`src/rtl/gpio_pkg.sv`:
```
// Shared constants for the GPIO peripheral: register word offsets and window base.
package gpio_pkg;

  localparam logic [2:0] GPIO_OFF_OUT      = 3'd0;
  localparam logic [2:0] GPIO_OFF_DIR      = 3'd1;
  localparam logic [2:0] GPIO_OFF_IN       = 3'd2;
  localparam logic [2:0] GPIO_OFF_IRQ_EN   = 3'd3;
  localparam logic [2:0] GPIO_OFF_IRQ_STAT = 3'd4;
  localparam logic [2:0] GPIO_OFF_EDGE_SEL = 3'd5;

  localparam logic [31:0] GPIO_BASE = 32'h0100_0000;

endpackage

```
`src/rtl/gpio_sync.sv`:
```
// Pad input synchroniser with one-cycle edge-history output.
// The prev flops exist only when GPIO_IRQ_EN is defined.
module gpio_sync #(
  parameter int unsigned NUM_PINS    = 16,
  parameter int unsigned SYNC_STAGES = 2
) (
  input  logic                clock,
  input  logic                reset,
  input  logic [NUM_PINS-1:0] pad_in,
  output logic [NUM_PINS-1:0] sync,
  output logic [NUM_PINS-1:0] prev
);

  logic [SYNC_STAGES-1:0][NUM_PINS-1:0] stage_q;

  always_ff @(posedge clock) begin
    if (reset) begin
      stage_q <= '0;
    end else begin
      stage_q <= {stage_q[SYNC_STAGES-2:0], pad_in};
    end
  end

  assign sync = stage_q[SYNC_STAGES-1];

`ifdef GPIO_IRQ_EN
  logic [NUM_PINS-1:0] prev_q;

  always_ff @(posedge clock) begin
    if (reset) begin
      prev_q <= '0;
    end else begin
      prev_q <= sync;
    end
  end

  assign prev = prev_q;
`else
  assign prev = '0;
`endif

endmodule

```
`src/rtl/gpio_controller.sv`:
```
// Memory-mapped GPIO peripheral: OUT/DIR/IN registers, per-pin edge interrupts.
// Interrupt registers and irq are present only when GPIO_IRQ_EN is defined.
module gpio_controller
  import gpio_pkg::*;
#(
  parameter int unsigned DATA_WIDTH   = 32,
  parameter int unsigned ADDRESS_BITS = 32,
  parameter int unsigned NUM_PINS     = 16,
  parameter int unsigned SYNC_STAGES  = 2
) (
  input  logic                    clock,
  input  logic                    reset,
  input  logic                    gpio_read,
  input  logic                    gpio_write,
  input  logic [ADDRESS_BITS-1:0] gpio_address_in,
  input  logic [DATA_WIDTH-1:0]   gpio_data_in,
  output logic [DATA_WIDTH-1:0]   gpio_data_out,
  output logic [ADDRESS_BITS-1:0] gpio_address_out,
  output logic                    gpio_valid,
  output logic                    gpio_ready,
  input  logic [NUM_PINS-1:0]     pad_in,
  output logic [NUM_PINS-1:0]     pad_out,
  output logic [NUM_PINS-1:0]     pad_oe,
  output logic                    irq
);

  logic [2:0]          offset;
  logic [NUM_PINS-1:0] wdata;
  logic                wr_en;
  logic                rd_en;
  logic [NUM_PINS-1:0] sync;
  logic [NUM_PINS-1:0] prev;
  logic [NUM_PINS-1:0] out_q;
  logic [NUM_PINS-1:0] dir_q;
  logic [NUM_PINS-1:0] irq_en_q;
  logic [NUM_PINS-1:0] irq_stat_q;
  logic [NUM_PINS-1:0] edge_sel_q;
  logic [NUM_PINS-1:0] rdata_c;
  logic [DATA_WIDTH-1:0]   data_out_q;
  logic [ADDRESS_BITS-1:0] addr_out_q;
  logic                    valid_q;
  logic                    unused_data;

  assign offset      = gpio_address_in[4:2];
  assign wdata       = gpio_data_in[NUM_PINS-1:0];
  assign wr_en       = gpio_write;
  assign rd_en       = gpio_read & ~gpio_write;
  assign unused_data = ^gpio_data_in;

  gpio_sync #(
    .NUM_PINS   (NUM_PINS),
    .SYNC_STAGES(SYNC_STAGES)
  ) u_sync (
    .clock (clock),
    .reset (reset),
    .pad_in(pad_in),
    .sync  (sync),
    .prev  (prev)
  );

  // Register read mux; unmapped offsets read zero.
  always_comb begin
    rdata_c = '0;
    case (offset)
      GPIO_OFF_OUT:      rdata_c = out_q;
      GPIO_OFF_DIR:      rdata_c = dir_q;
      GPIO_OFF_IN:       rdata_c = sync;
      GPIO_OFF_IRQ_EN:   rdata_c = irq_en_q;
      GPIO_OFF_IRQ_STAT: rdata_c = irq_stat_q;
      GPIO_OFF_EDGE_SEL: rdata_c = edge_sel_q;
      default:           rdata_c = '0;
    endcase
  end

  always_ff @(posedge clock) begin
    if (reset) begin
      out_q      <= '0;
      dir_q      <= '0;
      data_out_q <= '0;
      addr_out_q <= '0;
      valid_q    <= 1'b0;
    end else begin
      if (wr_en && offset == GPIO_OFF_OUT) out_q <= wdata;
      if (wr_en && offset == GPIO_OFF_DIR) dir_q <= wdata;
      valid_q <= rd_en;
      if (rd_en) begin
        data_out_q <= DATA_WIDTH'(rdata_c);
        addr_out_q <= gpio_address_in;
      end
    end
  end

`ifdef GPIO_IRQ_EN
  logic [NUM_PINS-1:0] event_c;
  logic [NUM_PINS-1:0] clr_c;
  logic                irq_q;

  assign event_c = ((edge_sel_q & sync & ~prev) | (~edge_sel_q & ~sync & prev)) & irq_en_q;
  assign clr_c   = (wr_en && offset == GPIO_OFF_IRQ_STAT) ? wdata : '0;

  // A same-cycle edge event overrides a W1C clear of that bit.
  always_ff @(posedge clock) begin
    if (reset) begin
      irq_en_q   <= '0;
      edge_sel_q <= '0;
      irq_stat_q <= '0;
      irq_q      <= 1'b0;
    end else begin
      if (wr_en && offset == GPIO_OFF_IRQ_EN)   irq_en_q   <= wdata;
      if (wr_en && offset == GPIO_OFF_EDGE_SEL) edge_sel_q <= wdata;
      irq_stat_q <= (irq_stat_q & ~clr_c) | event_c;
      irq_q      <= |(irq_stat_q & irq_en_q);
    end
  end

  assign irq = irq_q;
`else
  logic unused_prev;

  assign irq_en_q    = '0;
  assign edge_sel_q  = '0;
  assign irq_stat_q  = '0;
  assign irq         = 1'b0;
  assign unused_prev = ^prev;
`endif

  assign gpio_data_out    = data_out_q;
  assign gpio_address_out = addr_out_q;
  assign gpio_valid       = valid_q;
  assign gpio_ready       = ~reset;
  assign pad_out          = out_q;
  assign pad_oe           = dir_q;

endmodule
```
`config.mk`:
```
export PLATFORM = sky130hd
export DESIGN_NAME = gpio_controller
export DESIGN_NICKNAME = d
export VERILOG_FILES = /design/src/rtl/gpio_pkg.sv /design/src/rtl/gpio_sync.sv /design/src/rtl/gpio_controller.sv
export SDC_FILE = /design/constraint.sdc
export NUM_CORES = 1
export LEC_CHECK = 0
export CAP_MARGIN = 20
export CORE_ASPECT_RATIO = 1.5
export CORE_MARGIN = 3
export CORE_UTILIZATION = 37
export CTS_CLUSTER_SIZE = 8
export DETAILED_ROUTE_END_ITERATION = 6
export PLACE_DENSITY = 0.75
export SLEW_MARGIN = 20
export SYNTH_ARGS = -nofsm -noshare
export SYNTH_HDL_FRONTEND = slang
export SYNTH_SLANG_ARGS = --single-unit
```
`constraint.sdc`:
```
create_clock -name clock -period 1.65 [get_ports clock]
set_clock_uncertainty 0.1 [all_clocks]
set_input_delay 0.33 -clock clock [delete_from_list [all_inputs] [get_ports clock]]
set_output_delay 0.33 -clock clock [all_outputs]
set_load 0.01 [all_outputs]
```
==> impl_metrics.py, run 1 <==
metrics = {
    "run_status": {
        "status": "completed",
    },
    "floorplanning": {
        "dieArea_sq_mm": 0.0124,
        "die_x_um": 91.9,
        "num_rows": 46,
        "io_pins": 183,
        "start_util_pct": 38.2,
        "die_y_um": 135,
        "coreArea_sq_mm": 0.0107,
    },
    "routing": {
        "ant_nets": 0,
        "via_per_inst": 4.71,
        "dr_total_vias": 3575,
        "routedWlPerCell_um": 14.6,
        "wl_um": 11100,
        "first_pass_iters": 4,
        "drc": 0,
        "drt_iter0_drc": 179,
    },
    "logic_synthesis": {
        "yosysSeqAreaShare_pct": 55.3,
        "ys_ff_latch": 113,
        "synth-edff-count": 0,
        "yosysTopAreaCellShare_pct": 55.3,
        "synth_most_common_cell": "nand2_1",
        "yosysWarnings": 0,
        "ys_top_cells_by_area": "dfxtp_1 55%, nand2_1 12%, a21oi_1 7.8%",
        "synthFlopType": "dfxtp_1",
        "synthArstFlopShare_pct": 0,
        "syn_area_per_cell_sq_um": 9.08,
        "yosysUniqueCellTypes": 26,
        "yosysTopAreaCell": "dfxtp_1",
        "synthCells": 451,
        "synth_commonest_cells": "128 x nand2_1, 113 x dfxtp_1, 64 x a21oi_1",
        "synthesis.area_sq_mm": 0.00409,
    },
    "sta": {
        "rsz0062_at_grt": "false",
        "worst-slew-pin-transition_ns": 0.888,
        "hold_viol": 0,
        "finalCritPeriodShare_pct": 98.5,
        "final_max_slew_viol_count": 0,
        "max_freq_ghz": 0.615,
        "setup_violations": 0,
        "finalCriticalPeriod_ns": 1.63,
        "finalSetupTns_ns": 0,
        "relSlewSlack_pct": 40.8,
    },
    "worst_setup_path": {
        "critical_path.max_stage_delay_ns": 0.69,
        "rr_endpoint": "gpio_data_out[9]",
        "crit_arrival_ns": 1.77,
        "ff2ff_path_depth": 3,
        "r2r_slack_ns": 0.54,
        "worstPathRequired_ns": 1.79,
        "path_max_fanout": 16,
        "end_kind": "flip-flop",
        "path_cells": "clkdlybuf4s50_1, or4b_2, buf_6, nand2_1, a21oi_1",
        "slowest_stage": "or4b_2",
        "crit_start": "gpio_address_in[2]",
        "rr_startpoint": "pad_out[9]",
        "crit_path_start_kind": "input pin",
        "path_class": "in -> reg",
    },
    "place": {
        "placed_area_sq_mm": 0.00577,
        "io_buffers": 149,
        "dp_hpwl_um": 8110,
        "post-place-cells": 728,
        "gp_congestion": 0.796,
    },
    "power_and_ir_drop": {
        "clockPowerShare_pct": 49.9,
        "irDropWorstVdd_mv": 0.778,
        "sequentialPowerShare_pct": 41.6,
        "swShare_pct": 22.1,
        "p_comb_share_pct": 8.4,
        "leakage_nw": 2.74,
        "powerDensity_mw_per_mm2": 1100,
        "p_total_mw": 6.88,
        "p_sw_mw": 1.52,
        "intPower_mw": 5.36,
    },
    "min_path": {
        "worstHoldStart": "reset",
        "whs_path_depth": 3,
        "whs_endpoint": "gpio_address_out[3]",
        "min_path_type": "in -> reg",
    },
    "clock_network": {
        "clock_latency_ns": 0.40,
        "cts_tree": "done",
        "clkTransAtPathRegs_ns": 0.05,
        "cts.sinks": 113,
        "ctsHtreeMaxLevel": 4,
        "clock_path_buffers": 2,
        "cts_root_buffer": "clkbuf_16",
        "cts_buffers": 17,
    },
    "final_layout": {
        "drive_gt1_share_pct": 11.4,
        "areaGrowthSynthToFinish_pct": 52.7,
        "diodes": 0,
        "nNetsFinal": 687,
        "fillers": 935,
        "final_cells": 759,
        "design_area_sq_mm": 0.00625,
    },
    "global_routing": {
        "grt_pass1_vias": 3516,
        "grt_use_total_pct": 17.8,
        "antenna_found_initial": 0,
        "gr-total-overflow": 0,
        "grt_pass1_wl_um": 17400,
        "grt_max_degree": 89,
    },
    "run": {
        "max_cap_viol_count": 0,
    },
}
==> logic make-up (layout without fill, tap and decap cells) <==
kind of cell	Yosys count	count (layout)	synth area share, %
AND/OR/NAND/NOR	187	187	21.5
flip-flops	113	113	55.3
AO/OA/AOI/OAI	81	81	12.2
buffers and inverters	53	201	7.12
multiplexers	16	16	3.91
other	1	17	0.0916
==> worst max-delay path: cells and delay by family <==
family	cells	cell delay, ns
AO/OA/AOI/OAI	1	0.06
buffers and inverters	2	0.60
AND/OR/NAND/NOR	2	0.77
==> through the flow <==
stage               hold WS (ns)  setup WS [ns]  utilization [%]
floorplan                  0.314        -0.0690                -
global placement           0.321         -0.415             53.9
detailed placement         0.325         -0.530             53.9
CTS                        0.194         0.0170             58.3
global route               0.203        0.00281             58.4
finish                     0.218         0.0249             58.4
==> cell type report <==
class	instances	area, sq um	share of cell area, %
clock buffers	19	443	7.09
clock inverters	12	118	1.88
inverters	2	7.51	0.120
multi-input cells	301	1630	26.1
flip-flops and latches	113	2260	36.2
well taps	144	180	2.88
repair buffers	168	1610	25.7
==> metal layers <==
metal / global-route usage (%) / up-vias / share of wire [%]
li1: - / 1767 / -
met1: 18.8 / 1635 / 38
met2: 31.3 / 151 / 53
met3: 7.02 / 22 / 6.7
met4: 7.77 / 0 / 2.4
met5: 0 / - / 0
==> sequential cells by signal, indices dropped and copies added (netlist names) <==
| signal | count |
|---|---|
| gpio_valid | 1 |
| pad_out | 16 |
| u_sync.sync | 16 |
| gpio_address_out | 32 |
| u_sync.stage_q | 16 |
| pad_oe | 16 |
| gpio_data_out | 16 |
==> layout by cell type, fill, tap and decap left out <==
cell and n:
nand2_1 128, dfxtp_1 113, dlygate4sd2_1 82, clkdlybuf4s50_1 66, a21oi_1 64, nor2b_1 32
conb_1 17, clkbuf_16 17, mux2i_1 16, nor3_1 14, buf_4 13, a221o_2 10
clkinv_2 7, buf_12 6, a221o_1 5, clkinvlp_4 3, inv_1 2, nor4b_4 2
nor3_2 2, bufinv_16 2, or4b_2 1, nor4bb_4 1, nand4bb_1 1, nor2b_2 1
nand2b_1 1, nor2_2 1, or3b_4 1, or2_2 1, nand3b_1 1, o21ai_0 1
a32o_1 1, clkbuf_8 1, clkbuf_1 1, buf_6 1
==> power by group through the flow <==
stage / Clock, mW / Combinational [mW] / Sequential, mW
global route: 3.61 / 0.623 / 2.87
floorplan: 0 / 0.252 / 2.94
detailed placement: 0 / 0.611 / 2.92
finish: 3.44 / 0.579 / 2.86
CTS: 3.49 / 0.578 / 2.86
global placement: 0 / 0.600 / 2.92
==> how the worst max path moves through the flow <==
stage | to | slack [ns] | cells after the start
global route | pad_out[8] | 0.003 | 5
global placement | gpio_data_out[14] | -0.42 | 4
finish | pad_out[13] | 0.02 | 5
detailed placement | gpio_data_out[11] | -0.53 | 4
CTS | pad_out[11] | 0.02 | 5
floorplan | gpio_data_out[11] | -0.07 | 6
==> what timing repair did <==
item / 4_1_cts / 5_1_grt
resized for setup: 84 / 3
endpoints found under the hold margin: 0 / 0
pin swaps: 0 / 0
hold buffers: 0 / 0
endpoints found under the setup margin: 112 / 13
buffers inserted: 0 / 0
gates cloned: 0 / 0
Power figures use the tool's default switching activity.
==> run 2: changes to the inputs <==
--- a/config.mk
+++ b/config.mk
@@ -11,6 +11,7 @@
 export CORE_UTILIZATION = 37
 export CTS_CLUSTER_SIZE = 8
 export DETAILED_ROUTE_END_ITERATION = 6
+export GPL_TIMING_DRIVEN = 1
 export PLACE_DENSITY = 0.75
 export SLEW_MARGIN = 20
 export SYNTH_ARGS = -nofsm -noshare
==> results of run 2 <==
Final layout, timing and power as in run 1 (identical DEF).
==> run 3: changes to the inputs <==
--- a/config.mk
+++ b/config.mk
@@ -8,11 +8,12 @@
 export CAP_MARGIN = 20
 export CORE_ASPECT_RATIO = 1.5
 export CORE_MARGIN = 3
-export CORE_UTILIZATION = 37
+export CORE_UTILIZATION = 45
+export CTS_CLUSTER_DIAMETER = 50
 export CTS_CLUSTER_SIZE = 8
 export DETAILED_ROUTE_END_ITERATION = 6
 export GPL_TIMING_DRIVEN = 1
-export PLACE_DENSITY = 0.75
+export PLACE_DENSITY_LB_ADDON = 0.12
 export SLEW_MARGIN = 20
 export SYNTH_ARGS = -nofsm -noshare
 export SYNTH_HDL_FRONTEND = slang
==> constraint.sdc (replaced) <==
create_clock -name clock -period 2.02 [get_ports clock]
set_clock_uncertainty 0.1 [all_clocks]
set_input_delay 0.404 -clock clock [delete_from_list [all_inputs] [get_ports clock]]
set_output_delay 0.404 -clock clock [all_outputs]
set_load 0.01 [all_outputs]
==> impl_metrics.py, run 3 (synthesis gave the netlist of run 1 again) <==
metrics = {
    "routing": {
        "routedWlPerCell_um": 14.4,
        "first_pass_iters": 4,
        "ant_nets": 0,
        "drt_iter0_drc": 217,
        "wl_um": 10300,
        "dr_total_vias": 3477,
        "drc": 0,
        "via_per_inst": 4.83,
    },
    "final_layout": {
        "final_cell_mix": "148 x clkdlybuf4s50_1, 128 x nand2_1, 113 x dfxtp_1",
        "final_cells": 720,
        "drive_gt1_share_pct": 9.84,
        "areaGrowthSynthToFinish_pct": 53.1,
        "nNetsFinal": 684,
        "design_area_sq_mm": 0.00627,
        "diodes": 0,
        "layout_commonest_cell": "clkdlybuf4s50_1",
        "largest_reg_flops": 32,
        "final_util_pct": 71.0,
    },
    "global_routing": {
        "grt_pass1_vias": 3288,
        "gr-total-overflow": 0,
        "antenna_found_initial": 0,
        "grt_use_total_pct": 20.0,
        "gr-usage-met1_pct": 22.1,
        "busiest_layer": "met2",
        "grt_max_degree": 87,
        "use_met2_pct": 34.0,
        "grt_pass1_wl_um": 16100,
        "gr-usage-met3_pct": 8.73,
    },
    "power_and_ir_drop": {
        "irDropWorstVdd_mv": 0.735,
        "p_total_mw": 5.62,
        "powerDensity_mw_per_mm2": 897,
        "leakage_nw": 2.36,
    },
    "clock_network": {
        "cts_root_buffer": "clkbuf_16",
        "ctsHtreeMaxLevel": 4,
        "cts_buffers": 17,
        "clock_latency_ns": 0.40,
        "post_cts_resized": 0,
        "postCtsSetupRepairBufs": 0,
        "cts.sinks": 113,
        "cts_tree": "done",
        "cts_hold_buf": 0,
        "clock_path_buffers": 2,
        "clkTransAtPathRegs_ns": 0.05,
    },
    "floorplanning": {
        "dieArea_sq_mm": 0.0103,
        "num_rows": 42,
        "die_y_um": 123,
        "start_util_pct": 46.4,
        "die_x_um": 83.9,
        "coreArea_sq_mm": 0.00883,
        "io_pins": 183,
    },
    "worst_setup_path": {
        "slowest_stage": "clkdlybuf4s50_1",
        "path_cells": "clkdlybuf4s50_1",
        "crit_path_start_kind": "flip-flop",
        "critical_path.max_stage_delay_ns": 0.58,
        "r2r_slack_ns": 0.93,
        "worstPathRequired_ns": 1.52,
        "end_kind": "output pin",
        "path_max_fanout": 3,
        "path_buf_inv": 1,
        "crit_arrival_ns": 1.35,
        "path_class": "reg -> out",
        "worst_path_dominant_cell_family": "buffers and inverters",
    },
    "sta": {
        "max_freq_ghz": 0.540,
        "finalCriticalPeriod_ns": 1.85,
        "worst_slack_ns": 0.170,
        "finalSetupTns_ns": 0,
        "worst-slew-pin-transition_ns": 0.936,
        "rsz0062_at_grt": "false",
        "hold_viol": 0,
        "final_max_slew_viol_count": 0,
        "fin_hold_ws_ns": 0.211,
        "setup_violations": 0,
        "finalCritPeriodShare_pct": 91.6,
        "relSlewSlack_pct": 37.3,
    },
    "place": {
        "io_buffers": 149,
        "dp_hpwl_um": 7490,
        "post-place-ws_ns": -0.173,
        "placed_area_sq_mm": 0.00571,
        "gp_congestion": 0.846,
        "post-place-cells": 691,
    },
    "min_path": {
        "min_path_type": "in -> reg",
    },
    "run": {
        "max_cap_viol_count": 0,
    },
    "run_status": {
        "status": "completed",
    },
}
run 3: report_power, final:
part | internal, mW | switching (mW)
combinational | 0.275 | 0.220
sequential | 2.31 | 0.0321
clock | 1.87 | 0.913
total | 4.46 | 1.16
run 3: final cells by class:
| cell class | instances | area (sq um) |
|---|---|---|
| Timing Repair Buffer | 165 | 1680 |
| Clock buffer | 22 | 474 |
| Fill cell | 669 | 2560 |
| Multi-Input combinational cell | 301 | 1620 |
| Sequential cell | 113 | 2260 |
| Clock inverter | 7 | 85.1 |
| Inverter | 2 | 7.51 |
| Tap cell | 110 | 138 |
run 3: layer usage:
metal | up-vias | wire length [um]
li1 | 1763 | -
met1 | 1571 | 4050
met2 | 132 | 5400
met3 | 11 | 720
met4 | 0 | 161
met5 | - | 0
run 3: path summary, 6_finish.rpt:
path | startpoint | to | depth (start not counted)
max | pad_oe[10] | pad_oe[10] | 1
min reg2reg | u_sync.stage_q[7] | u_sync.sync[7] | 1
min | reset | gpio_address_out[3] | 2
max reg2reg | u_sync.sync[11] | gpio_data_out[11] | 3
